===== src/rtl/count_fifo_reader.sv =====
// Pops one 25-bit count word from a FIFO and serialises it as a 6-byte frame:
// sync, mode, count[23:16], count[15:8], count[7:0], XOR checksum.
module count_fifo_reader #(
    parameter logic [7:0] SYNC_BYTE = 8'hA5,
    parameter int         CNT_W     = 24
) (
    input  logic             clk_12mhz,
    input  logic             reset,
    input  logic             fifo_empty,
    output logic             fifo_rd_en,
    input  logic [CNT_W:0]   fifo_dout,
    output logic [7:0]       tx_data,
    output logic             tx_valid,
    input  logic             tx_ready,
    output logic             busy,
    output logic [15:0]      frame_cnt,
    output logic [1:0]       state_dbg
);

    // Handshake: a byte moves on a rising edge with tx_valid && tx_ready; tx_data
    // holds until then, and tx_ready is don't-care while tx_valid is low.
    typedef enum logic [1:0] {
        IDLE = 2'd0,
        WAIT = 2'd1,
        SEND = 2'd2
    } state_e;

    localparam logic [2:0] LAST_IDX = 3'd5;

    state_e         state_q, state_d;
    logic [2:0]     idx_q, idx_d;
    logic [CNT_W:0] shadow_q, shadow_d;
    logic [15:0]    frame_cnt_q, frame_cnt_d;

    logic [7:0]     mode_byte;
    logic [7:0]     checksum;
    logic [7:0]     frame_byte;

    assign mode_byte = {7'b0, shadow_q[CNT_W]};
    assign checksum  = mode_byte ^ shadow_q[23:16] ^ shadow_q[15:8] ^ shadow_q[7:0];

    always_comb begin
        frame_byte = 8'h00;
        case (idx_q)
            3'd0:    frame_byte = SYNC_BYTE;
            3'd1:    frame_byte = mode_byte;
            3'd2:    frame_byte = shadow_q[23:16];
            3'd3:    frame_byte = shadow_q[15:8];
            3'd4:    frame_byte = shadow_q[7:0];
            3'd5:    frame_byte = checksum;
            default: frame_byte = 8'h00;
        endcase
    end

    always_comb begin
        state_d     = state_q;
        idx_d       = idx_q;
        shadow_d    = shadow_q;
        frame_cnt_d = frame_cnt_q;
        fifo_rd_en  = 1'b0;
        tx_valid    = 1'b0;
        tx_data     = 8'h00;
        case (state_q)
            IDLE: begin
                // Reset gating keeps a pop from being lost while the FSM is cleared.
                if (!fifo_empty && !reset) begin
                    fifo_rd_en = 1'b1;
                    state_d    = WAIT;
                end
            end
            WAIT: begin
                shadow_d = fifo_dout;
                idx_d    = 3'd0;
                state_d  = SEND;
            end
            SEND: begin
                tx_valid = 1'b1;
                tx_data  = frame_byte;
                if (tx_ready) begin
                    if (idx_q == LAST_IDX) begin
                        idx_d       = 3'd0;
                        state_d     = IDLE;
                        frame_cnt_d = frame_cnt_q + 16'd1;
                    end else begin
                        idx_d = idx_q + 3'd1;
                    end
                end
            end
            default: state_d = IDLE;
        endcase
    end

    always_ff @(posedge clk_12mhz) begin
        if (reset) begin
            state_q     <= IDLE;
            idx_q       <= 3'd0;
            shadow_q    <= '0;
            frame_cnt_q <= 16'd0;
        end else begin
            state_q     <= state_d;
            idx_q       <= idx_d;
            shadow_q    <= shadow_d;
            frame_cnt_q <= frame_cnt_d;
        end
    end

    assign busy      = (state_q != IDLE);
    assign frame_cnt = frame_cnt_q;
    assign state_dbg = state_q;

endmodule

===== config.mk =====
export PLATFORM = sky130hd
export DESIGN_NAME = count_fifo_reader
export DESIGN_NICKNAME = d
export VERILOG_FILES = /design/src/rtl/count_fifo_reader.sv
export SDC_FILE = /design/constraint.sdc
export NUM_CORES = 1
export LEC_CHECK = 0
export CAP_MARGIN = 20
export CORE_ASPECT_RATIO = 1.75
export CORE_UTILIZATION = 40
export CTS_BUF_LIST = sky130_fd_sc_hd__clkbuf_4 sky130_fd_sc_hd__clkbuf_8 sky130_fd_sc_hd__clkbuf_16
export CTS_CLUSTER_DIAMETER = 60
export DETAILED_ROUTE_END_ITERATION = 12
export GPL_TIMING_DRIVEN = 0
export PLACE_DENSITY_LB_ADDON = 0.08
export SLEW_MARGIN = 20
export SYNTH_ARGS = -nofsm -noshare
export SYNTH_HDL_FRONTEND = slang
export SYNTH_SLANG_ARGS = --single-unit

===== constraint.sdc =====
create_clock -name clk_12mhz -period 4.55 [get_ports clk_12mhz]
set_input_delay 0.91 -clock clk_12mhz [delete_from_list [all_inputs] [get_ports clk_12mhz]]
set_output_delay 0.91 -clock clk_12mhz [all_outputs]
set_load 0.02 [all_outputs]

-- Word-level counts from Yosys, hierarchy flattened
Cells that the tools add are included.
- register bits after elaboration: 46
- output and inout bits: 29
- add/subtract/negate cells: 2
- equality and inequality tests: 10
- multiplexer cells: 12
- bitwise logic cells: 3
- reduce and logical (&&, ||, !) cells: 10
- operators by type and width (cell ; number):
    $pmux 8 s6 ; 1
    $add 16x1->16 const B ; 1
    $xor 8x8->8 ; 2
    $mux 8 ; 1
    $xor 1x8->8 ; 1
    $eq 3x2->1 const B ; 2
    $eq 3x3->1 const B ; 2
    $mux 2 ; 3
    $mux 3 ; 2
    $ne 2x2->1 const B ; 3
    $pmux 2 s3 ; 1
    $pmux 3 s2 ; 1
    $reduce_and 3->1 ; 2
    $reduce_bool 2->1 ; 2
    $add 3x1->3 const B ; 1
    $eq 3x1->1 const B ; 1
    $logic_not 3->1 ; 1
    $mux 1 ; 3
    $eq 2x1->1 const B ; 1
    $eq 2x2->1 const B ; 1
    $logic_not 1->1 ; 2
    $logic_not 2->1 ; 1
    $reduce_and 2->1 ; 1
    $logic_and 1x1->1 ; 1

-- Logic depth before layout (Yosys ltp)
- depth after elaboration: 5
- depth in mapped cells: 7

-- Worst setup path before layout
OpenSTA, ideal clock, no wires.
- path type: reg-to-output
- start: register idx_q[0]
- end: output tx_data[0]
- data arrival time: 1868 ps
- slack: 1772 ps
- cell stages (with the launch flop): 7
- buffers on the path: 2
- path through: dfxtp_1 clkbuf_1 and2_1 ha_1 clkbuf_1 o31ai_1 a21oi_1
- longest elaborated chain between the ends: 3
- elaborated cells between the ends (all ways): 8
- classes of those cells: 5 x eq/ne; 2 x mux; 1 x reduce/logical
- RTL lines (element ; line ; text):
    start, declared ; 31 ; logic [2:0] idx_q, idx_d;
    start signal, assigned ; 101 ; idx_q <= idx_d;
    $eq 3x3->1 (tied with other cells) ; 44 ; case (idx_q)
    $pmux 8 s6 (*) ; 44 ;
    $mux 8 (*) ; 63 ; case (state_q)
    end, declared ; 12 ; output logic [7:0] tx_data,
Every way passes the cells marked *; elsewhere a longest branch is shown, timed or not.

-- Final worst setup path
- start: register idx_q[0]
- end: output tx_data[1]
The elaborated chain is that of the path after synthesis.

==> summary.md <==
| Metric | Value |
|---|---|
| Fmax | roughly 240 MHz |
| Power Dens Cells | 261 nW/um2 |
| DRT Wirelength | just over 6 mm |
| Post-CTS Resized | 0 |
| Yosys cell types | 48 |
| # Post-CTS Setup Buffers | 0 |
| Worst Setup Start Kind | register |
| Initial drt markers | roughly 110 |
| CP Cell Sequence | clkbuf_1 > and2_1 > ha_1 > clkbuf_1 > o31ai_1 > a21oi_1 > clkdlybuf4s50_1 |
| Crit path max fanout | 10 |
| # IOs | 58 |
| Worst path max stage delay | between 1 and 1.5 ns |
| RSZ-0062 raised after global routing | no |
| Total track usage | 0.220 |
| DRC viols | 0 |
| DRT Pass-1 Iters | 5 |
| Worst EP required | 3.64 ns |
| Final Hold Fails | 0 |
| Clock transition at path regs | 0.09 ns |
| CP Capture Type | output pin |
| WP depth | 7 |
| Most common cell after layout, fill and taps aside | nand2_1 |
| Number of global-route vias before repair | about 2.2k |
| Critical path's top delay family | compound AO/OA/AOI/OAI gates |
| Detail Placement HPWL | 4.64 mm |
| Leading area contributor after synthesis | dfxtp_1 |
| Worst VDD drop | 0.000227 V |
| Clk_skew | around 0.01 ns |
| DIE WIDTH | approximately 60 um |
| DIE AREA | 6180 um2 |
| Final period utilization | 0.933 |
| Slew Limit Fails | 0 |
| Area Growth Syn to Fin | 32.5% |
| Tmin final | 4.25 ns |
| Setup ws final | 0.303 ns |
| WP buf/inv | 3 |
| Layout cells sized above 1 | 0.0521 |
| Seq cells post-synth | between 40 and 50 |
| Total CTS buffers | 5 |
| Vias per std cell | 5.28 |
| Port bufs | 57 |
| Clock network latency to the later pin of the worst-skew pair | roughly 0.30 ns |
| Fillers | about 570 |
| Leading post-synthesis cells by cell area | dfxtp_1 (39%), nand2_1 (10%), a21oi_1 (9.6%) |
| First-pass GRT wire length | between 10 and 15 mm |
| Syn avg cell area | 7.81 um2 |
| Post-Synthesis Net Count | between 300 and 400 |
| Net count, final | approximately 400 |
| Top_reg_cell synth | dfxtp_1 |
| Longest Clk Path Bufs | 2 |
| Mapped Area | 2340 um2 |
| Hold Path Stages | 2 |
| Register area share after synthesis | 0.393 |
| Leak | roughly 1.1 nW |
| H-tree depth | 2 |
| Worst-margin pin slew | between 1 and 1.5 ns |
| Gate Count Post-Synth | 300 |
| Ys async rst share | 0 |
| Worst EP arrival | between 3 and 4 ns |
| Via count | 2330 |
| Worst r2r path cells | 6 |
| TritonCTS clock tree | yes |
| Routed Antenna Nets | 0 |
| Antenna violations before repair | 0 |
| Status | finished, final reports clean |
| Wirelength per Cell | about 14 um |
| Die Height | 103 um |
| Slew HR | 0.225 |
| CP most frequent cell | clkbuf_1 |
| Total negative slack | 0 ns |
| CTS Sinks | 46 |
| Final setup fails | 0 |
| Row Count | 36 |
| CP Class | register to output pin |
| Syn. warnings | 0 |
| Commonest non-fill, non-tap cells in the layout | nand2_1 (63), clkdlybuf4s50_1 (57), dfxtp_1 (46) |
| Yosys top cell area share | 0.393 |
| Critical-path top delay cell | o31ai_1 |
| Starting Density | 0.420 |
| Routability Congestion | between 0.8 and 0.9 |
| Placement Setup Slack | between 0.6 and 0.7 ns |
| Core ar. | 5590 um2 |
| Largest net degree at the start of global routing | 15 |
| Max-Cap Viols | 0 |
| Post-synth EDFFs | 0 |
| Gr ovfl total | 0 |
| Hold buffer count at CTS | 0 |
| Diodes inserted | 0 |
| Hold Path Class | register to register |
| CTS root buf | clkbuf_8 |
sequential cells by signal, indices dropped and copies added (netlist names):
name       count
shadow_q      25
frame_cnt     16
idx_q          3
state_dbg      2
cells by family (layout without fill, tap and decap cells):
group                    after synthesis  in the layout  share of synthesized area
AND/OR/NAND/NOR                      126            126                      0.267
AO/OA/AOI/OAI                         78             78                      0.199
flip-flops                            46             46                      0.393
buffers and inverters                 27             92                     0.0507
XOR/XNOR                              20             20                     0.0747
adder cells (fa/ha/maj)                2              2                     0.0107
multiplexers                           1              1                    0.00427
synthesized netlist by cell type (5+ instances only):
library cell	n
nor2_1	14
xnor2_1	13
o21ai_0	11
dfxtp_1	46
nor3_1	8
a21oi_1	45
a222oi_1	5
clkbuf_1	15
or3_1	5
nand2_1	63
xor2_1	7
nand4_1	5
per-stage QoR:
stage | power [mW] | util | hold WS [ns] | instances | area, um2
2_1_floorplan | 0.497 | - | 0.441 | 300 | 2340
3_5_place_dp | 0.551 | 0.539 | 0.469 | 433 | 3010
4_1_cts | 0.817 | 0.556 | 0.481 | 441 | 3100
5_1_grt | 0.847 | 0.556 | 0.502 | 441 | 3100
6_report | 0.809 | 0.556 | 0.478 | 441 | 3100
3_3_place_gp | 0.549 | 0.539 | 0.461 | 433 | 3010
worst reg2reg max path, cell delays in order, from the launching register on:
cell and delay, ns:
dfxtp_1 0.46, clkbuf_1 0.40, and2_1 0.19, ha_1 0.22, o41ai_1 0.37, a22oi_1 0.12, nor2_1 0.11
final timing paths:
check | startpoint | to | slack (ns)
worst max-delay path | idx_q[0]$_SDFFE_PP0P_ | tx_data[1] | 0.30
worst min-delay path | shadow_q[18]$_SDFFE_PP0P_ | shadow_q[18]$_SDFFE_PP0P_ | 0.48
worst max register to register | idx_q[0]$_SDFFE_PP0P_ | idx_q[2]$_SDFFE_PP0P_ | 2.61
worst min register to register | shadow_q[18]$_SDFFE_PP0P_ | shadow_q[18]$_SDFFE_PP0P_ | 0.48
power by group:
part | internal [mW] | switching, mW
combinational | 0.0565 | 0.0576
sequential | 0.415 | 0.0122
clock | 0.122 | 0.146
cell type report:
cell class              instances  area [um2]  share of cell area
clock buffers                   6        82.6              0.0266
well taps                      76        95.1              0.0306
repair buffers                 57         571               0.184
clock inverters                 2        12.5             0.00403
inverters                       5        18.8             0.00605
plain buffers                  22         100              0.0322
flip-flops and latches         46         921               0.297
multi-input cells             227        1300               0.420
layer usage:
layer | vias up | share of wire | GRT usage | wire length (um)
met5 | - | 0 | 0 | 0
met4 | 0 | 0.026 | 0.0984 | 161
met3 | 12 | 0.030 | 0.0274 | 185
met2 | 63 | 0.54 | 0.420 | 3350
met1 | 1086 | 0.40 | 0.230 | 2490
li1 | 1169 | - | - | -
(Power assumes the default switching activity.)
